## config.mk

```make
export PLATFORM = sky130hd
export DESIGN_NAME = alu_issue_stage_flat
export DESIGN_NICKNAME = d
export VERILOG_FILES = /design/src/rtl/alu_issue_stage_pkg.sv /design/src/rtl/alu_issue_stage_if.sv /design/src/rtl/alu_issue_stage_decoder.sv /design/src/rtl/alu_issue_stage.sv /design/src/flat_wrapper.sv
export SDC_FILE = /design/constraint.sdc
export NUM_CORES = 1
export LEC_CHECK = 0
export CAP_MARGIN = 20
export CORE_ASPECT_RATIO = 0.75
export CORE_MARGIN = 2
export CORE_UTILIZATION = 45
export CTS_CLUSTER_SIZE = 10
export DETAILED_ROUTE_END_ITERATION = 10
export PLACE_DENSITY = 0.86
export SLEW_MARGIN = 0
export SYNTH_ARGS = -nofsm -noshare
export SYNTH_HDL_FRONTEND = slang
export SYNTH_SLANG_ARGS = --single-unit
```

## constraint.sdc

```tcl
create_clock -name clk -period 2.6 [get_ports clk]
set_input_delay 0.52 -clock clk [delete_from_list [all_inputs] [get_ports clk]]
set_output_delay 0.52 -clock clk [all_outputs]
set_load 0.1 [all_outputs]
```

## src/rtl/alu_issue_stage_pkg.sv

```systemverilog
// Shared types and RV32I decode constants for the ALU issue stage.
package alu_issue_stage_pkg;

   localparam int unsigned XLEN = 32;

   typedef enum logic [3:0] {
      AluAdd  = 4'd0,
      AluSub  = 4'd1,
      AluSll  = 4'd2,
      AluSlt  = 4'd3,
      AluSltu = 4'd4,
      AluXor  = 4'd5,
      AluSrl  = 4'd6,
      AluSra  = 4'd7,
      AluOr   = 4'd8,
      AluAnd  = 4'd9,
      AluAddu = 4'd10, // reserved, never produced by RV32I decode
      AluSubu = 4'd11  // reserved, never produced by RV32I decode
   } alu_op_e;

   // RV32I major opcodes
   localparam logic [6:0] OpcOp     = 7'b0110011;
   localparam logic [6:0] OpcOpImm  = 7'b0010011;
   localparam logic [6:0] OpcLui    = 7'b0110111;
   localparam logic [6:0] OpcAuipc  = 7'b0010111;
   localparam logic [6:0] OpcJal    = 7'b1101111;
   localparam logic [6:0] OpcJalr   = 7'b1100111;
   localparam logic [6:0] OpcLoad   = 7'b0000011;
   localparam logic [6:0] OpcStore  = 7'b0100011;
   localparam logic [6:0] OpcBranch = 7'b1100011;

   localparam logic [6:0] F7Base = 7'h00;
   localparam logic [6:0] F7Alt  = 7'h20;

   typedef struct packed {
      alu_op_e           alu_op;
      logic [XLEN-1:0]   lhs;
      logic [XLEN-1:0]   rhs;
      logic [4:0]        rd;
      logic              wb_en;
      logic              illegal;
   } issue_t;

   localparam issue_t IssueRst = '{alu_op: AluAdd, lhs: '0, rhs: '0, rd: '0,
                                   wb_en: 1'b0, illegal: 1'b0};

   // Register/immediate ALU op from funct3; alt selects SUB/SRA.
   function automatic alu_op_e f3_op(input logic [2:0] f3, input logic alt);
      alu_op_e op;
      unique case (f3)
         3'd0:    op = alt ? AluSub : AluAdd;
         3'd1:    op = AluSll;
         3'd2:    op = AluSlt;
         3'd3:    op = AluSltu;
         3'd4:    op = AluXor;
         3'd5:    op = alt ? AluSra : AluSrl;
         3'd6:    op = AluOr;
         default: op = AluAnd;
      endcase
      return op;
   endfunction

endpackage

```

## src/rtl/alu_issue_stage_if.sv

```systemverilog
// Upstream/downstream handshake bundle of the ALU issue stage.
interface alu_issue_stage_if;
   import alu_issue_stage_pkg::*;

   logic              flush;
   logic              in_valid;
   logic              in_ready;
   logic [XLEN-1:0]   instr;
   logic [XLEN-1:0]   pc;
   logic [XLEN-1:0]   rs1_data;
   logic [XLEN-1:0]   rs2_data;
   logic              wb_valid;
   logic [4:0]        wb_rd;
   logic [XLEN-1:0]   wb_data;
   logic              out_valid;
   logic              out_ready;
   alu_op_e           alu_op;
   logic [XLEN-1:0]   alu_lhs;
   logic [XLEN-1:0]   alu_rhs;
   logic [4:0]        out_rd;
   logic              out_wb_en;
   logic              out_illegal;

   // The issue stage itself
   modport slave (
      input  flush, in_valid, instr, pc, rs1_data, rs2_data,
             wb_valid, wb_rd, wb_data, out_ready,
      output in_ready, out_valid, alu_op, alu_lhs, alu_rhs, out_rd, out_wb_en, out_illegal
   );

   // Fetch/regfile side plus the consuming ALU
   modport master (
      output flush, in_valid, instr, pc, rs1_data, rs2_data,
             wb_valid, wb_rd, wb_data, out_ready,
      input  in_ready, out_valid, alu_op, alu_lhs, alu_rhs, out_rd, out_wb_en, out_illegal
   );

endinterface

```

## src/rtl/alu_issue_stage_decoder.sv

```systemverilog
// Combinational RV32I decode: instruction and operands to ALU op/operands.
module alu_issue_stage_decoder
   import alu_issue_stage_pkg::*;
(
   input  logic [XLEN-1:0] instr,
   input  logic [XLEN-1:0] pc,
   input  logic [XLEN-1:0] rs1,
   input  logic [XLEN-1:0] rs2,
   output issue_t          dec
);

   logic [6:0]      opcode;
   logic [2:0]      f3;
   logic [6:0]      f7;
   logic [XLEN-1:0] i_imm;
   logic [XLEN-1:0] s_imm;
   logic [XLEN-1:0] u_imm;
   logic            unused_rs_idx;

   assign opcode = instr[6:0];
   assign f3     = instr[14:12];
   assign f7     = instr[31:25];
   assign i_imm  = {{20{instr[31]}}, instr[31:20]};
   assign s_imm  = {{20{instr[31]}}, instr[31:25], instr[11:7]};
   assign u_imm  = {instr[31:12], 12'b0};
   // Source indices are only needed by the bypass muxes in the parent.
   assign unused_rs_idx = ^instr[19:15];

   // Decode opcode/funct fields, then squash illegal and x0 writes.
   always_comb begin
      dec         = IssueRst;
      dec.rd      = instr[11:7];
      case (opcode)
         OpcOp: begin
            if (f7 == F7Base || (f7 == F7Alt && (f3 == 3'd0 || f3 == 3'd5))) begin
               dec.alu_op = f3_op(f3, instr[30]);
               dec.lhs    = rs1;
               dec.rhs    = rs2;
               dec.wb_en  = 1'b1;
            end else begin
               dec.illegal = 1'b1;
            end
         end
         OpcOpImm: begin
            dec.lhs   = rs1;
            dec.wb_en = 1'b1;
            if (f3 == 3'd1) begin
               dec.alu_op  = AluSll;
               dec.rhs     = {27'b0, instr[24:20]};
               dec.illegal = (f7 != F7Base);
            end else if (f3 == 3'd5) begin
               dec.alu_op  = instr[30] ? AluSra : AluSrl;
               dec.rhs     = {27'b0, instr[24:20]};
               dec.illegal = (f7 != F7Base) && (f7 != F7Alt);
            end else begin
               dec.alu_op = f3_op(f3, 1'b0);
               dec.rhs    = i_imm;
            end
         end
         OpcLui: begin
            dec.rhs   = u_imm;
            dec.wb_en = 1'b1;
         end
         OpcAuipc: begin
            dec.lhs   = pc;
            dec.rhs   = u_imm;
            dec.wb_en = 1'b1;
         end
         OpcJal, OpcJalr: begin
            // Link value pc+4
            dec.lhs     = pc;
            dec.rhs     = 32'd4;
            dec.wb_en   = 1'b1;
            dec.illegal = (opcode == OpcJalr) && (f3 != 3'd0);
         end
         OpcLoad: begin
            dec.lhs     = rs1;
            dec.rhs     = i_imm;
            dec.illegal = (f3 == 3'd3) || (f3 == 3'd6) || (f3 == 3'd7);
         end
         OpcStore: begin
            dec.lhs     = rs1;
            dec.rhs     = s_imm;
            dec.illegal = (f3 > 3'd2);
         end
         OpcBranch: begin
            dec.lhs = rs1;
            dec.rhs = rs2;
            unique case (f3[2:1])
               2'b00:   dec.alu_op = AluSub;
               2'b10:   dec.alu_op = AluSlt;
               2'b11:   dec.alu_op = AluSltu;
               default: dec.illegal = 1'b1;
            endcase
         end
         default: dec.illegal = 1'b1;
      endcase
      if (dec.illegal) begin
         dec.alu_op = AluAdd;
         dec.lhs    = '0;
         dec.rhs    = '0;
         dec.wb_en  = 1'b0;
      end
      if (dec.rd == 5'd0) begin
         dec.wb_en = 1'b0;
      end
   end

endmodule

```

## src/rtl/alu_issue_stage.sv

```systemverilog
// Decode/issue stage feeding the ALU through a single-entry valid/ready register.
module alu_issue_stage
   import alu_issue_stage_pkg::*;
#(
   parameter int unsigned XLEN      = 32,
   parameter bit          BYPASS_EN = 1'b1
) (
   input  logic                  clk,
   input  logic                  rst_n,
   alu_issue_stage_if.slave      bus
);

   logic [XLEN-1:0] rs1_fwd;
   logic [XLEN-1:0] rs2_fwd;
   logic            accept;
   logic            valid_q;
   issue_t          issue_q;
   issue_t          dec;

   assign bus.in_ready = !valid_q || bus.out_ready;
   assign accept       = bus.in_valid && bus.in_ready;

   // Forward the in-flight writeback onto matching sources; x0 is never forwarded.
   always_comb begin
      rs1_fwd = bus.rs1_data;
      rs2_fwd = bus.rs2_data;
      if (BYPASS_EN && bus.wb_valid && bus.wb_rd != 5'd0) begin
         if (bus.wb_rd == bus.instr[19:15]) rs1_fwd = bus.wb_data;
         if (bus.wb_rd == bus.instr[24:20]) rs2_fwd = bus.wb_data;
      end
   end

   alu_issue_stage_decoder u_decoder (
      .instr (bus.instr),
      .pc    (bus.pc),
      .rs1   (rs1_fwd),
      .rs2   (rs2_fwd),
      .dec   (dec)
   );

   // Issue register: flush beats accept beats drain; otherwise hold.
   always_ff @(posedge clk or negedge rst_n) begin
      if (!rst_n) begin
         valid_q <= 1'b0;
         issue_q <= IssueRst;
      end else if (bus.flush) begin
         valid_q <= 1'b0;
      end else if (accept) begin
         valid_q <= 1'b1;
         issue_q <= dec;
      end else if (bus.out_ready) begin
         valid_q <= 1'b0;
      end
   end

   assign bus.out_valid   = valid_q;
   assign bus.alu_op      = issue_q.alu_op;
   assign bus.alu_lhs     = issue_q.lhs;
   assign bus.alu_rhs     = issue_q.rhs;
   assign bus.out_rd      = issue_q.rd;
   assign bus.out_wb_en   = issue_q.wb_en;
   assign bus.out_illegal = issue_q.illegal;

endmodule
```

## src/flat_wrapper.sv

```systemverilog
// flat-port wrapper written by rule: the top's interface ports become plain ports
module alu_issue_stage_flat import alu_issue_stage_pkg::*;
#(
   parameter int unsigned XLEN      = 32,
   parameter bit          BYPASS_EN = 1'b1
)
  (clk, rst_n, bus_flush, bus_in_valid, bus_instr, bus_pc, bus_rs1_data, bus_rs2_data, bus_wb_valid, bus_wb_rd, bus_wb_data, bus_out_ready, bus_in_ready, bus_out_valid, bus_alu_op, bus_alu_lhs, bus_alu_rhs, bus_out_rd, bus_out_wb_en, bus_out_illegal);
  alu_issue_stage_if bus_i ();
  input  logic clk;
  input  logic rst_n;
  input wire logic [$bits(bus_i.flush)-1:0] bus_flush;
  input wire logic [$bits(bus_i.in_valid)-1:0] bus_in_valid;
  input wire logic [$bits(bus_i.instr)-1:0] bus_instr;
  input wire logic [$bits(bus_i.pc)-1:0] bus_pc;
  input wire logic [$bits(bus_i.rs1_data)-1:0] bus_rs1_data;
  input wire logic [$bits(bus_i.rs2_data)-1:0] bus_rs2_data;
  input wire logic [$bits(bus_i.wb_valid)-1:0] bus_wb_valid;
  input wire logic [$bits(bus_i.wb_rd)-1:0] bus_wb_rd;
  input wire logic [$bits(bus_i.wb_data)-1:0] bus_wb_data;
  input wire logic [$bits(bus_i.out_ready)-1:0] bus_out_ready;
  output wire logic [$bits(bus_i.in_ready)-1:0] bus_in_ready;
  output wire logic [$bits(bus_i.out_valid)-1:0] bus_out_valid;
  output wire logic [$bits(bus_i.alu_op)-1:0] bus_alu_op;
  output wire logic [$bits(bus_i.alu_lhs)-1:0] bus_alu_lhs;
  output wire logic [$bits(bus_i.alu_rhs)-1:0] bus_alu_rhs;
  output wire logic [$bits(bus_i.out_rd)-1:0] bus_out_rd;
  output wire logic [$bits(bus_i.out_wb_en)-1:0] bus_out_wb_en;
  output wire logic [$bits(bus_i.out_illegal)-1:0] bus_out_illegal;
  assign bus_i.flush = bus_flush;
  assign bus_i.in_valid = bus_in_valid;
  assign bus_i.instr = bus_instr;
  assign bus_i.pc = bus_pc;
  assign bus_i.rs1_data = bus_rs1_data;
  assign bus_i.rs2_data = bus_rs2_data;
  assign bus_i.wb_valid = bus_wb_valid;
  assign bus_i.wb_rd = bus_wb_rd;
  assign bus_i.wb_data = bus_wb_data;
  assign bus_i.out_ready = bus_out_ready;
  assign bus_in_ready = bus_i.in_ready;
  assign bus_out_valid = bus_i.out_valid;
  assign bus_alu_op = bus_i.alu_op;
  assign bus_alu_lhs = bus_i.alu_lhs;
  assign bus_alu_rhs = bus_i.alu_rhs;
  assign bus_out_rd = bus_i.out_rd;
  assign bus_out_wb_en = bus_i.out_wb_en;
  assign bus_out_illegal = bus_i.out_illegal;
  alu_issue_stage #(.XLEN(XLEN), .BYPASS_EN(BYPASS_EN)) u_core (.clk(clk), .rst_n(rst_n), .bus(bus_i));
endmodule
```

==> results.json <==
{
  "synth_edf_count": 0,
  "p_per_area_nw_per_um2": 386,
  "clockRootBuffer": "clkbuf_16",
  "cp_max_fo": 59,
  "ant_nets": 0,
  "synthTopCellsByArea": "dfrtp_1 (33%), a22oi_1 (8.6%), a22oi_2 (6.5%)",
  "cts_buffer_depth": 2,
  "synth_fa_ha_area_share_pct": 0,
  "slew_headroom_pct": 58.0,
  "synthSimpleGateAreaFrac_pct": 17.5,
  "synth.avg_cell_area_um2": 8.80,
  "synth_ff_type": "dfrtp_1",
  "syn_area_um2": 5760,
  "hold_viol": 0,
  "vias": 6714,
  "p_leak_nw": 3.37,
  "holdWs_ns": 0.189,
  "yosysTopAreaCellShare_pct": 33.0,
  "grtUsageTotal_pct": 32.8,
  "cap_violations": 0,
  "wl_per_cell_um": 21.5,
  "finalCriticalPeriod_ns": 2.49,
  "grt_pass1_wl_um": 35000,
  "yosysSeqAreaShare_pct": 33.0,
  "grt_max_degree": 101,
  "fin_total_pwr_mw": 3.42,
  "cts_tree": "yes",
  "yosysWarnings": 0,
  "drt_iter0_markers": 625,
  "synth_area_leader_cell": "dfrtp_1",
  "rsz0062_at_grt": "false",
  "cts_setup_buffers": 0,
  "drc_errors": 0,
  "numCtsBuffers": 9,
  "die_w_um": 135,
  "wl_um": 23000,
  "synthMuxAreaShare_pct": 1.15,
  "synth_seq_cells": 76,
  "htree_levels": 3,
  "grt_antenna_before_repair": 0,
  "arrival_ns": 2.75,
  "ios": 248,
  "portBuffers": 247,
  "synthXorXnorAreaFrac_pct": 1.67,
  "synth.net_count": 825,
  "synth_top_family_by_area": "compound AO/OA/AOI/OAI gates",
  "die_area_um2": 13700,
  "drive_above_1_share_pct": 22.1,
  "area_delta_synth_final_pct": 53.9,
  "die_h_um": 102,
  "worst_slew_pin_slew_ns": 0.614,
  "first_global_vias": 6388,
  "async_reset_ff_share_pct": 100,
  "setup_violations": 0,
  "syn_inst": 654,
  "synth-compound-area-share_pct": 41.1,
  "outcome": "finished clean",
  "slew_violations": 0,
  "postCtsResizedCells": 0,
  "worst-setup-path-type": "input pin to register",
  "clk_latency_ns": 0.35,
  "setup.worst_path.end_class": "register",
  "path_clk_slew_ns": 0.07,
  "period_share_pct": 95.7,
  "cp-start-kind": "input pin",
  "yosysUniqueCellTypes": 58,
  "clock_skew_ns": 0.0115,
  "hold_buffers": 0,
  "core_um2": 12400,
  "fmax_ghz": 0.402,
  "ir_drop_mv": 0.369,
  "n_antenna_cell": 0,
  "drtPass1Iterations": 6,
  "vias_per_cell": 6.28,
  "required_ns": 2.86,
  "fin_nets": 1069,
  "numClockSinks": 76,
  "hpwl_um": 17300,
  "grt_overflow": 0,
  "hp-class": "input pin to async pin",
  "start_util_pct": 46.5,
  "placementRows": 35,
  "gp_congestion": 0.999
}
[through the flow]
step,TNS [ns],instances,util [%],area (um^2),setup slack (ns)
4_1_cts,0,1069,71.5,8860,0.185
6_report,0,1069,71.5,8860,0.111
2_1_floorplan,0,654,-,5760,0.0836
3_3_place_gp,-4.24,1053,69.0,8550,-0.105
3_5_place_dp,-6.79,1053,69.0,8550,-0.161
5_1_grt,0,1069,71.5,8860,0.0649
[cells in the mapped netlist, drive strengths merged, types with 3 or more instances]
cell type,number
a22oi,96
dfrtp,76
nand2,76
clkbuf,53
o21ai,43
a21boi,42
nand3,36
o211ai,33
a2bb2o,32
and3,32
a221oi,19
buf,18
a21oi,11
xnor2,11
nor2b,9
nand2b,7
mux2,5
and4,4
inv,4
nand4,4
nor2,4
o21a,4
nor3,3
[logic make-up after synthesis]
family,count (synthesis)
flops,76
simple gates,191
compound gates,295
mux,6
xor+xnor,11
buf+inv,75
[layout by cell type (no fill, tap or decap), drive strengths merged, types with 2 or more instances in the layout]
cell type,count
a221oi,19
or3,2
a21boi,42
or4,2
clkbuf,10
clkdlybuf4s50,169
nand3b,2
nand4,4
nand2b,7
clkinvlp,2
a22oi,96
o211ai,33
a31oi,2
nand3,36
xnor2,11
nor2b,9
and2,2
o211a,2
a32oi,2
nor4,2
dfrtp,76
a311oi,2
buf,135
inv,6
o21a,4
and3,32
nor3,3
a21oi,11
and4,4
a2bb2o,32
nor2,4
o21ai,43
mux2,5
nand2,76
[per-layer routing]
layer / track usage, % / part of all wire (%) / vias to the layer above
met5: 0 / 0 / -
met4: 8.42 / 2.1 / 0
met3: 7.84 / 10 / 44
met2: 49.6 / 45 / 424
met1: 47.4 / 43 / 3215
li1: - / - / 3031
[cell type report]
class / instances / area, um^2
timing repair buffer: 304 / 2870
clock inverter: 6 / 71.3
sequential: 76 / 1900
multi-input combinational: 503 / 3560
tap: 166 / 208
fill: 934 / 3530
clock buffer: 10 / 239
inverter: 4 / 15.0
[worst max-delay path, cell delays in order]
cell and delay (ns):
clkdlybuf4s50_1 0.42, or4_1 0.61, o211a_2 0.30, buf_12 0.18, a21boi_0 0.39, o211ai_1 0.15
a22oi_2 0.14
[registers in the layout (all words and copies together) (netlist names)]
name,flops
u_core.bus.alu_lhs,32
u_core.bus.out_valid,1
u_core.bus.alu_rhs,32
u_core.bus.out_wb_en,1
u_core.bus.out_rd,5
u_core.bus.out_illegal,1
u_core.bus.alu_op,4
[power breakdown]
part	switching, mW	internal [mW]
clock network	0.556	0.779
registers	0.00834	1.20
logic	0.476	0.400
[final timing paths]
kind                            depth (start not counted)  slack (ns)                      to                 start
worst max-delay path                                    7        0.11  u_core.bus.alu_rhs[28]          bus_wb_rd[0]
worst min-delay path                                    2        0.19  u_core.bus.out_illegal                 rst_n
worst max register to register                          6        0.70  u_core.bus.alu_lhs[13]  u_core.bus.out_valid
worst min register to register                          2        0.49    u_core.bus.alu_op[0]  u_core.bus.alu_op[0]
max in group asynchronous                               2        2.06   u_core.bus.alu_lhs[2]                 rst_n
min in group clk                                        2        0.49    u_core.bus.alu_op[0]  u_core.bus.alu_op[0]
(Power assumes the default switching activity.)
